==> config.mk <==
export PLATFORM = sky130hd
export DESIGN_NAME = demux12_stream_flat
export DESIGN_NICKNAME = d
export VERILOG_FILES = /design/src/rtl/demux12_stream_if.sv /design/src/rtl/demux12_stream.sv /design/src/flat_wrapper.sv
export SDC_FILE = /design/constraint.sdc
export NUM_CORES = 1
export LEC_CHECK = 0
export CORE_MARGIN = 2
export CORE_UTILIZATION = 41
export DETAILED_ROUTE_END_ITERATION = 10
export HOLD_SLACK_MARGIN = 0.15
export MAX_ROUTING_LAYER = met4
export PLACE_DENSITY = 0.82
export SKIP_LAST_GASP = 1
export SLEW_MARGIN = 40
export SYNTH_ARGS = -nofsm -noshare
export SYNTH_HDL_FRONTEND = slang
export SYNTH_SLANG_ARGS = --single-unit
==> constraint.sdc <==
create_clock -name clk -period 1.6 [get_ports clk]
set_clock_uncertainty 0.1 [all_clocks]
set_input_delay 0.24 -clock clk [delete_from_list [all_inputs] [get_ports clk]]
set_output_delay 0.24 -clock clk [all_outputs]
set_load 0.03 [all_outputs]
==> src/rtl/demux12_stream_if.sv <==
// Stream bundle for demux12_stream: one valid/ready input stream and two valid/ready outputs.
// master = producer/consumer environment, slave = the demultiplexer.
interface demux12_stream_if #(
  parameter int unsigned NBITS = 8
);
  logic [NBITS-1:0] di;
  logic             sel;
  logic             di_valid;
  logic             di_ready;
  logic [NBITS-1:0] do0;
  logic             do0_valid;
  logic             do0_ready;
  logic [NBITS-1:0] do1;
  logic             do1_valid;
  logic             do1_ready;

  modport master (
    output di, sel, di_valid, do0_ready, do1_ready,
    input  di_ready, do0, do0_valid, do1, do1_valid
  );

  modport slave (
    input  di, sel, di_valid, do0_ready, do1_ready,
    output di_ready, do0, do0_valid, do1, do1_valid
  );
endinterface

==> src/rtl/demux12_stream.sv <==
// Registered 1-to-2 stream demux with a one-entry holding register per output channel.
// Optional per-channel delivered-word counters (cnt0/cnt1) are enabled by DEMUX12_CNT_EN.
module demux12_stream #(
  parameter int unsigned NBITS = 8
`ifdef DEMUX12_CNT_EN
  ,
  parameter int unsigned CNT_W = 16
`endif
) (
  input  logic                  clk,
  input  logic                  rst,
  demux12_stream_if.slave       bus
`ifdef DEMUX12_CNT_EN
  ,
  output logic [CNT_W-1:0]      cnt0,
  output logic [CNT_W-1:0]      cnt1
`endif
);

  logic [NBITS-1:0] r_do0;
  logic [NBITS-1:0] r_do1;
  logic             r_do0_valid;
  logic             r_do1_valid;

  logic w_free0;
  logic w_free1;
  logic w_ready;
  logic w_load0;
  logic w_load1;
  logic w_drain0;
  logic w_drain1;

  // A channel can take a word if it is empty or its current word leaves this cycle.
  always_comb begin
    w_free0  = !r_do0_valid || bus.do0_ready;
    w_free1  = !r_do1_valid || bus.do1_ready;
    w_ready  = !rst && (bus.sel ? w_free1 : w_free0);
    w_load0  = bus.di_valid && w_ready && !bus.sel;
    w_load1  = bus.di_valid && w_ready && bus.sel;
    w_drain0 = r_do0_valid && bus.do0_ready;
    w_drain1 = r_do1_valid && bus.do1_ready;
  end

  always_ff @(posedge clk) begin
    if (rst) begin
      r_do0       <= '0;
      r_do0_valid <= 1'b0;
    end else if (w_load0) begin
      r_do0       <= bus.di;
      r_do0_valid <= 1'b1;
    end else if (w_drain0) begin
      r_do0_valid <= 1'b0;
    end
  end

  always_ff @(posedge clk) begin
    if (rst) begin
      r_do1       <= '0;
      r_do1_valid <= 1'b0;
    end else if (w_load1) begin
      r_do1       <= bus.di;
      r_do1_valid <= 1'b1;
    end else if (w_drain1) begin
      r_do1_valid <= 1'b0;
    end
  end

  assign bus.di_ready  = w_ready;
  assign bus.do0       = r_do0;
  assign bus.do0_valid = r_do0_valid;
  assign bus.do1       = r_do1;
  assign bus.do1_valid = r_do1_valid;

`ifdef DEMUX12_CNT_EN
  logic [CNT_W-1:0] r_cnt0;
  logic [CNT_W-1:0] r_cnt1;

  // Counts delivered words; wraps naturally at 2^CNT_W.
  always_ff @(posedge clk) begin
    if (rst) begin
      r_cnt0 <= '0;
      r_cnt1 <= '0;
    end else begin
      if (w_drain0) r_cnt0 <= r_cnt0 + 1'b1;
      if (w_drain1) r_cnt1 <= r_cnt1 + 1'b1;
    end
  end

  assign cnt0 = r_cnt0;
  assign cnt1 = r_cnt1;
`endif

endmodule

==> src/flat_wrapper.sv <==
// flat-port wrapper written by rule: the top's interface ports become plain ports
module demux12_stream_flat 
#(
  parameter int unsigned NBITS = 8

)
  (clk, rst, bus_di, bus_sel, bus_di_valid, bus_do0_ready, bus_do1_ready, bus_di_ready, bus_do0, bus_do0_valid, bus_do1, bus_do1_valid);
  demux12_stream_if #(.NBITS(NBITS)) bus_i ();
  input  logic clk;
  input  logic rst;
  input wire logic [$bits(bus_i.di)-1:0] bus_di;
  input wire logic [$bits(bus_i.sel)-1:0] bus_sel;
  input wire logic [$bits(bus_i.di_valid)-1:0] bus_di_valid;
  input wire logic [$bits(bus_i.do0_ready)-1:0] bus_do0_ready;
  input wire logic [$bits(bus_i.do1_ready)-1:0] bus_do1_ready;
  output wire logic [$bits(bus_i.di_ready)-1:0] bus_di_ready;
  output wire logic [$bits(bus_i.do0)-1:0] bus_do0;
  output wire logic [$bits(bus_i.do0_valid)-1:0] bus_do0_valid;
  output wire logic [$bits(bus_i.do1)-1:0] bus_do1;
  output wire logic [$bits(bus_i.do1_valid)-1:0] bus_do1_valid;
  assign bus_i.di = bus_di;
  assign bus_i.sel = bus_sel;
  assign bus_i.di_valid = bus_di_valid;
  assign bus_i.do0_ready = bus_do0_ready;
  assign bus_i.do1_ready = bus_do1_ready;
  assign bus_di_ready = bus_i.di_ready;
  assign bus_do0 = bus_i.do0;
  assign bus_do0_valid = bus_i.do0_valid;
  assign bus_do1 = bus_i.do1;
  assign bus_do1_valid = bus_i.do1_valid;
  demux12_stream #(.NBITS(NBITS)) u_core (.clk(clk), .rst(rst), .bus(bus_i));
endmodule
# Word level (Yosys, flattened, before mapping)
# Index checks and enable logic that the tools add are counted.
[totals]
out_inout_bits = 19
regBits = 18
elab_cells = 23
[classes]
mux = 5
reduce_logical = 14
[ops]
columns = ["op", "n"]
rows = [
  ["logical AND 1 bit", 6],
  ["two-way mux 1 bit", 5],
  ["zero test 1 bit", 4],
  ["nonzero test 2 bit", 2],
  ["logical OR 1 bit", 2],
]

# Logic depth before layout (Yosys ltp)
# Gate-level depths: netlist of run 1.
[logic_depth]
ltp_word = 7
mapped_depth = 5

# Worst setup path before layout of run 1
# Ideal clock, no wire load.
[synth_timing]
path_kind = "register to output"
start = "register u_core.r_do0_valid (netlist: u_core.bus.do0_valid)"
end = "output port bus_di_ready"
arrival_time_ps = 1402
stages_incl_launch_ff = 4
setup_slack_ps = -142
n_path_buf = 0
cell_sequence = "dfxtp_1 nand2b_1 nor2_1 a211oi_1"
[synth_via]
elab_chain_cells = 4
[synth_lines]
columns = ["item", "line", "rtl"]
rows = [
  ["start, declared", "demux12_stream.sv:22", "logic r_do0_valid;"],
  ["start signal, assigned", "demux12_stream.sv:47", "r_do0_valid <= 1'b0;"],
  ["start signal, assigned", "demux12_stream.sv:50", "r_do0_valid <= 1'b1;"],
  ["start signal, assigned", "demux12_stream.sv:52", "r_do0_valid <= 1'b0;"],
  ["zero test 1 bit", "demux12_stream.sv:35", "w_free0 = !r_do0_valid || bus.do0_ready;"],
  ["logical OR 1 bit", "demux12_stream.sv:35", ""],
  ["two-way mux 1 bit", "demux12_stream.sv:37", "w_ready = !rst && (bus.sel ? w_free1 : w_free0);"],
  ["logical AND 1 bit", "demux12_stream.sv:37", ""],
  ["end, declared", "flat_wrapper.sv:16", "output wire logic [$bits(bus_i.di_ready)-1:0] bus_di_ready;"],
]
# No other way between the ends.

# Worst setup path in the final report of run 1
[layout_timing]
start = "input port bus_do0_ready"
end = "output port bus_di_ready"
[layout_via]
elab_chain_cells = 3
[layout_lines]
columns = ["item", "line", "rtl"]
rows = [
  ["start, declared", "flat_wrapper.sv:14", "input wire logic [$bits(bus_i.do0_ready)-1:0] bus_do0_ready;"],
  ["logical OR 1 bit", "demux12_stream.sv:35", ""],
  ["two-way mux 1 bit", "demux12_stream.sv:37", ""],
  ["logical AND 1 bit", "demux12_stream.sv:37", ""],
]
# No other way between the ends.

==> results of run 1 <==
==> what timing repair did <==
item	CTS	global route
gates resized for setup	21	0
cloned	0	0
buffers inserted	0	0
endpoints found under the hold margin	0	0
pin swaps	0	1
setup endpoints to repair	19	1
==> worst paths after layout <==
| check | to | start | slack, ns |
|---|---|---|---|
| setup / recovery | bus_di_ready | bus_do0_ready | 0.06 |
| hold / removal | u_core.bus.do0_valid | rst | 0.44 |
| setup reg to reg | u_core.bus.do0[5] | u_core.bus.do0_valid | 0.34 |
| hold reg to reg | u_core.bus.do1[5] | u_core.bus.do1[5] | 0.51 |
==> cells in the mapped netlist <==
master / number
dfxtp_1: 18
nand2b_1: 10
nor2b_1: 9
a21oi_1: 8
a31o_1: 8
mux2_4: 8
buf_6: 3
nor2_1: 3
buf_2: 2
a211oi_1: 1
a21oi_2: 1
and3b_1: 1
clkbuf_1: 1
nand2_4: 1
nor3b_4: 1
==> registers in the layout, indices dropped and copies added (netlist names) <==
signal	count
u_core.bus.do1	8
u_core.bus.do0_valid	1
u_core.bus.do0	8
u_core.bus.do1_valid	1
==> metal layers <==
metal	wire (microns)	GRT usage (%)	part of all wire, %	vias up
met1	788	18.6	46	325
li1	-	-	-	336
met4	22	5.71	1.3	0
met5	0	-	0	-
met2	826	28.8	48	23
met3	88	3.68	5.1	2
==> cell families (layout without fill, tap and decap cells) <==
| group | after synthesis | in the layout | share of synthesized area, % |
|---|---|---|---|
| compound gates | 18 | 18 | 15.4 |
| flops | 18 | 18 | 43.8 |
| simple gates | 25 | 25 | 20.5 |
| mux | 8 | 8 | 14.6 |
| buf+inv | 6 | 44 | 5.77 |
==> area by class of cell <==
type,instances,area share (%)
multi-input cells,51,35.0
repair buffers,40,29.9
flip-flops and latches,18,29.4
clock buffers,4,2.97
well taps,27,2.76
==> metrics by stage <==
step / TNS (ns) / setup WS [ns] / power [mW] / instance area, sq um / cells
floorplan: 0 / 0.131 / 0.617 / 828 / 75
global placement: -0.923 / -0.0670 / 0.716 / 1200 / 136
detailed placement: -1.39 / -0.0960 / 0.719 / 1200 / 136
CTS: 0 / 0.00744 / 0.981 / 1220 / 140
global route: 0 / 0.0180 / 1.02 / 1220 / 140
finish: 0 / 0.0619 / 0.971 / 1220 / 140
==> power groups by stage <==
| stage | combinational (mW) | sequential (mW) | clock, mW |
|---|---|---|---|
| final | 0.207 | 0.484 | 0.280 |
| after global routing | 0.220 | 0.487 | 0.313 |
| after CTS | 0.208 | 0.484 | 0.288 |
| after detailed placement | 0.225 | 0.494 | 0 |
| after global placement | 0.222 | 0.494 | 0 |
| after floorplan | 0.0755 | 0.542 | 0 |
==> worst register-to-register path: cells and delay by family (launching register included) <==
| kind | cells | cell delay (ns) |
|---|---|---|
| mux | 1 | 0.32 |
| buf+inv | 1 | 0.14 |
| flops | 1 | 0.39 |
| simple gates | 2 | 0.22 |
==> results.py, run 1 <==
metrics = {
    "floorplanning": {
        "coreArea_sq_um": 1920,
        "die_h_microns": 48.8,
        "start_util_pct": 42.8,
        "die_area_sq_um": 2380,
        "rows": 16,
        "dieWidth_microns": 48.8,
        "boundaryPins": 33,
    },
    "sta": {
        "tightest_slew_ns": 0.309,
        "layout_min_cycle_time_ns": 1.54,
        "timing.hold.ws_ns": 0.444,
        "drv_slew": 0,
        "rsz0062_at_grt": "false",
        "max_freq_mhz": 650,
        "relSlewSlack_pct": 79.5,
        "finalHoldViolations": 0,
        "finalSetupViolations": 0,
        "min_period_over_period_pct": 96.1,
    },
    "final_layout": {
        "layout_commonest_cell": "dlygate4sd2_1",
        "mostFrequentLayoutCells": "20 x dlygate4sd2_1, 18 x dfxtp_1, 11 x clkdlybuf4s50_1",
        "syn_to_final_growth_pct": 48.6,
        "final-seq-area_sq_um": 360,
        "fill_cells": 169,
        "final_nets": 128,
        "final_util_pct": 63.7,
        "insertedDiodeCount": 0,
        "multi_input_area_sq_um": 428,
        "layout-drive-gt1-share_pct": 23.0,
    },
    "global_routing": {
        "grt_overflow": 0,
        "grt_max_degree": 18,
        "grt_pass1_wl_microns": 2920,
        "grt_use_total_pct": 16.5,
        "grt_pass1_vias": 669,
        "antenna_found_initial": 0,
    },
    "detailed_routing": {
        "wirelength_microns": 1730,
        "ant_nets": 0,
        "via_count": 686,
        "drtPass1Iterations": 4,
        "detail_route.vias_per_cell": 4.90,
        "drt-initial-drc-count": 3,
        "drc": 0,
        "wl_per_cell_microns": 12.3,
    },
    "clock_tree": {
        "cts-htree-levels": 1,
        "tritoncts": "built",
        "cts.sinks": 18,
        "worst_skew_pair.late_latency_ns": 0.29,
        "clk_pin_slew_worst_paths_ns": 0.10,
        "numCtsBuffers": 3,
        "hold_buffers": 0,
        "clockRootBuffer": "clkbuf_4",
        "clockBufferDepth": 2,
    },
    "synthesis": {
        "synth.avg_cell_area_sq_um": 11.0,
        "yosysWarnings": 0,
        "synth.cell_area_sq_um": 823,
        "synth_area_leaders": "dfxtp_1 44%, mux2_4 15%, a31o_1 8.5%",
        "ys_seq_elements": 18,
        "ys_seq_area_share_pct": 43.8,
        "synth_top_area_share_pct": 43.8,
        "postSynthCellCount": 75,
        "ys_types": 15,
        "synth_area_leader_cell": "dfxtp_1",
        "syn-num-nets": 89,
    },
    "worst_setup_path": {
        "crit_slowest_cell": "clkdlybuf4s50_1",
        "required_ns": 1.26,
        "crit_type": "in2out",
        "end_kind": "primary output",
        "crit_fanout": 2,
        "crit_path_cell_trace": "clkdlybuf4s50_1 > nand2b_4 > nor2_1 > a211oi_2 > buf_4",
        "worstPathArrival_ns": 1.20,
        "path_buf_inv": 2,
        "start_kind": "input pin",
        "worstSetupPathDepth": 5,
        "cp_top_family": "buffers and inverters",
        "worst_path_largest_cell_delay_ns": 0.46,
        "reg2reg_depth": 4,
    },
    "power_and_ir_drop": {
        "combPwrFrac_pct": 21.3,
        "p_per_area_nw_per_um2": 793,
        "seq_power_share_pct": 49.9,
        "pwr-share-clk_pct": 28.8,
        "p_leak_nw": 0.582,
        "internal_power_mw": 0.714,
        "p_sw_mw": 0.257,
        "peakVddDrop_mv": 0.607,
        "swShare_pct": 26.5,
    },
    "outcome": {
        "outcome": "completed",
    },
    "hold_path": {
        "hold_class": "in2reg",
        "holdPathStages": 3,
    },
    "placed_design": {
        "post-dp-hpwl_microns": 1300,
        "gp_congestion": 0.724,
        "numPortBuffers": 32,
    },
    "flow_run": {
        "maxCapViolCount": 0,
    },
}
Note: power is estimated with default switching activity, not from simulation.
==> inputs of run 2 (changes only) <==
Settings changed: SLEW_MARGIN 40 to 20.
==> results of run 2 <==
Same layout as run 1: the final DEF is identical, and so are final timing and power.
==> inputs of run 3 (changes only) <==
Clock period 1.6 ns to 1.5 ns, I/O delays scaled along.
==> results.py, run 3 (same netlist as run 1, synthesis figures left out) <==
metrics = {
    "worst_setup_path": {
        "crit_path_cell_trace": "nor2b_4 > a211oi_2 > buf_4",
        "required_ns": 1.17,
        "crit_type": "reg2out",
        "crit_slowest_cell": "dfxtp_2",
        "r2r_start": "u_core.bus.do0_valid",
        "worst_path_largest_cell_delay_ns": 0.33,
        "reg2reg_depth": 4,
        "worstPathArrival_ns": 1.09,
        "start_kind": "flop",
        "timing.rr.end": "u_core.bus.do0[5]",
        "end_kind": "primary output",
        "ff2ff_setup_slack_ns": 0.23,
        "crit_fanout": 3,
    },
    "clock_tree": {
        "cts.sinks": 18,
        "clk_pin_slew_worst_paths_ns": 0.09,
        "clockBufferDepth": 2,
        "hold_buffers": 0,
        "numCtsBuffers": 3,
        "clockRootBuffer": "clkbuf_4",
        "cts-htree-levels": 1,
        "postCtsSetupBuffers": 0,
        "worst_skew_pair.late_latency_ns": 0.29,
        "tritoncts": "built",
    },
    "floorplanning": {
        "start_util_pct": 42.8,
        "rows": 16,
        "die_h_microns": 48.8,
        "coreArea_sq_um": 1920,
        "boundaryPins": 33,
        "dieWidth_microns": 48.8,
        "die_area_sq_um": 2380,
    },
    "outcome": {
        "outcome": "completed",
    },
    "final_layout": {
        "insertedDiodeCount": 0,
        "mostFrequentLayoutCells": "21 x dlygate4sd2_1, 17 x dfxtp_1, 9 x nand2b_1, 9 x clkdlybuf4s50_1",
        "layout-drive-gt1-share_pct": 24.1,
        "final_nets": 127,
        "syn_to_final_growth_pct": 49.4,
        "layout_commonest_cell": "dlygate4sd2_1",
    },
    "detailed_routing": {
        "via_count": 641,
        "drc": 0,
        "wl_per_cell_microns": 12.7,
        "detail_route.vias_per_cell": 4.61,
        "drt-initial-drc-count": 1,
        "drtPass1Iterations": 4,
        "wirelength_microns": 1760,
        "ant_nets": 0,
    },
    "sta": {
        "relSlewSlack_pct": 79.0,
        "layout_min_cycle_time_ns": 1.42,
        "fin_tns_setup_ns": 0,
        "layout_setup_ws_ns": 0.0806,
        "min_period_over_period_pct": 94.6,
        "finalHoldViolations": 0,
        "drv_slew": 0,
        "rsz0062_at_grt": "false",
        "finalSetupViolations": 0,
        "tightest_slew_ns": 0.316,
        "max_freq_mhz": 705,
    },
    "hold_path": {
        "holdPathStages": 4,
        "min_from": "bus_do1_ready",
        "min_to": "u_core.bus.do1_valid",
        "hold_class": "in2reg",
    },
    "global_routing": {
        "grt_pass1_wl_microns": 3060,
        "grt_overflow": 0,
        "grt_max_degree": 20,
        "grt_use_total_pct": 17.2,
        "antenna_found_initial": 0,
        "grt_pass1_vias": 645,
    },
    "power_and_ir_drop": {
        "p_leak_nw": 0.590,
        "peakVddDrop_mv": 0.516,
        "p_per_area_nw_per_um2": 835,
    },
    "placed_design": {
        "gp_congestion": 0.721,
        "pre_cts_ws_ns": -0.188,
        "numPortBuffers": 32,
        "post-dp-hpwl_microns": 1250,
    },
    "flow_run": {
        "maxCapViolCount": 0,
    },
}
## run 3: cell types whose count changed in the layout (fill, tap and decap cells not counted), sizes merged
cell           before  now
clkdlybuf4s50      11    9
dlygate4sd2        20   21
dlymetal6s2s        0    1
buf                 9    8
## run 3: cell type report
cell class | count | area [sq um]
clock buffer | 4 | 36.3
fill | 167 | 692
multi-input combinational | 51 | 435
sequential | 18 | 362
tap | 27 | 33.8
timing repair buffer | 39 | 363
## run 3: stage by stage
stage                     hold WS [ns]  std cells  total power, mW  utilization (%)  cell area, sq um
after floorplan                  0.259         75            0.658                -               828
after global routing             0.208        139             1.08             64.0              1230
after CTS                        0.432        139             1.04             63.4              1220
final                            0.200        139             1.03             64.0              1230
after detailed placement         0.497        135            0.765             62.3              1200
after global placement           0.485        135            0.761             62.3              1200
## run 3: routing by layer
metal	global-route usage, %	vias to the layer above	wire [microns]
met5	-	-	0
met4	7.62	0	29
met3	3.99	4	82
met2	26.0	23	782
met1	22.0	283	868
li1	-	331	-
## run 3: worst max-delay path, delay by kind of cell, from the launching register on
kind | cells | cell delay (ns)
AO/OA/AOI/OAI | 1 | 0.17
buffers and inverters | 1 | 0.18
AND/OR/NAND/NOR | 1 | 0.12
flip-flops | 1 | 0.33
## run 3: timing repair
item | in CTS | in global routing
setup endpoints to repair | 19 | 1
gates resized for setup | 23 | 4
gates cloned | 0 | 0
pin swaps | 1 | 1
## run 3: worst max-delay path by stage
stage	to	start
4_1_cts	bus_di_ready	u_core.bus.do1_valid
5_1_grt	bus_di_ready	u_core.bus.do1_valid
2_1_floorplan	bus_di_ready	u_core.bus.do0_valid
3_5_place_dp	u_core.bus.do0[5]	bus_sel
6_report	bus_di_ready	u_core.bus.do1_valid
3_3_place_gp	u_core.bus.do0[2]	bus_sel
## run 3: where the power goes
part	leakage, nW	total (mW)	switching, mW	internal [mW]
logic	0.421	0.221	0.113	0.108
registers	0.148	0.516	0.0120	0.504
clock network	0.0210	0.290	0.143	0.148
total	0.590	1.03	0.267	0.760
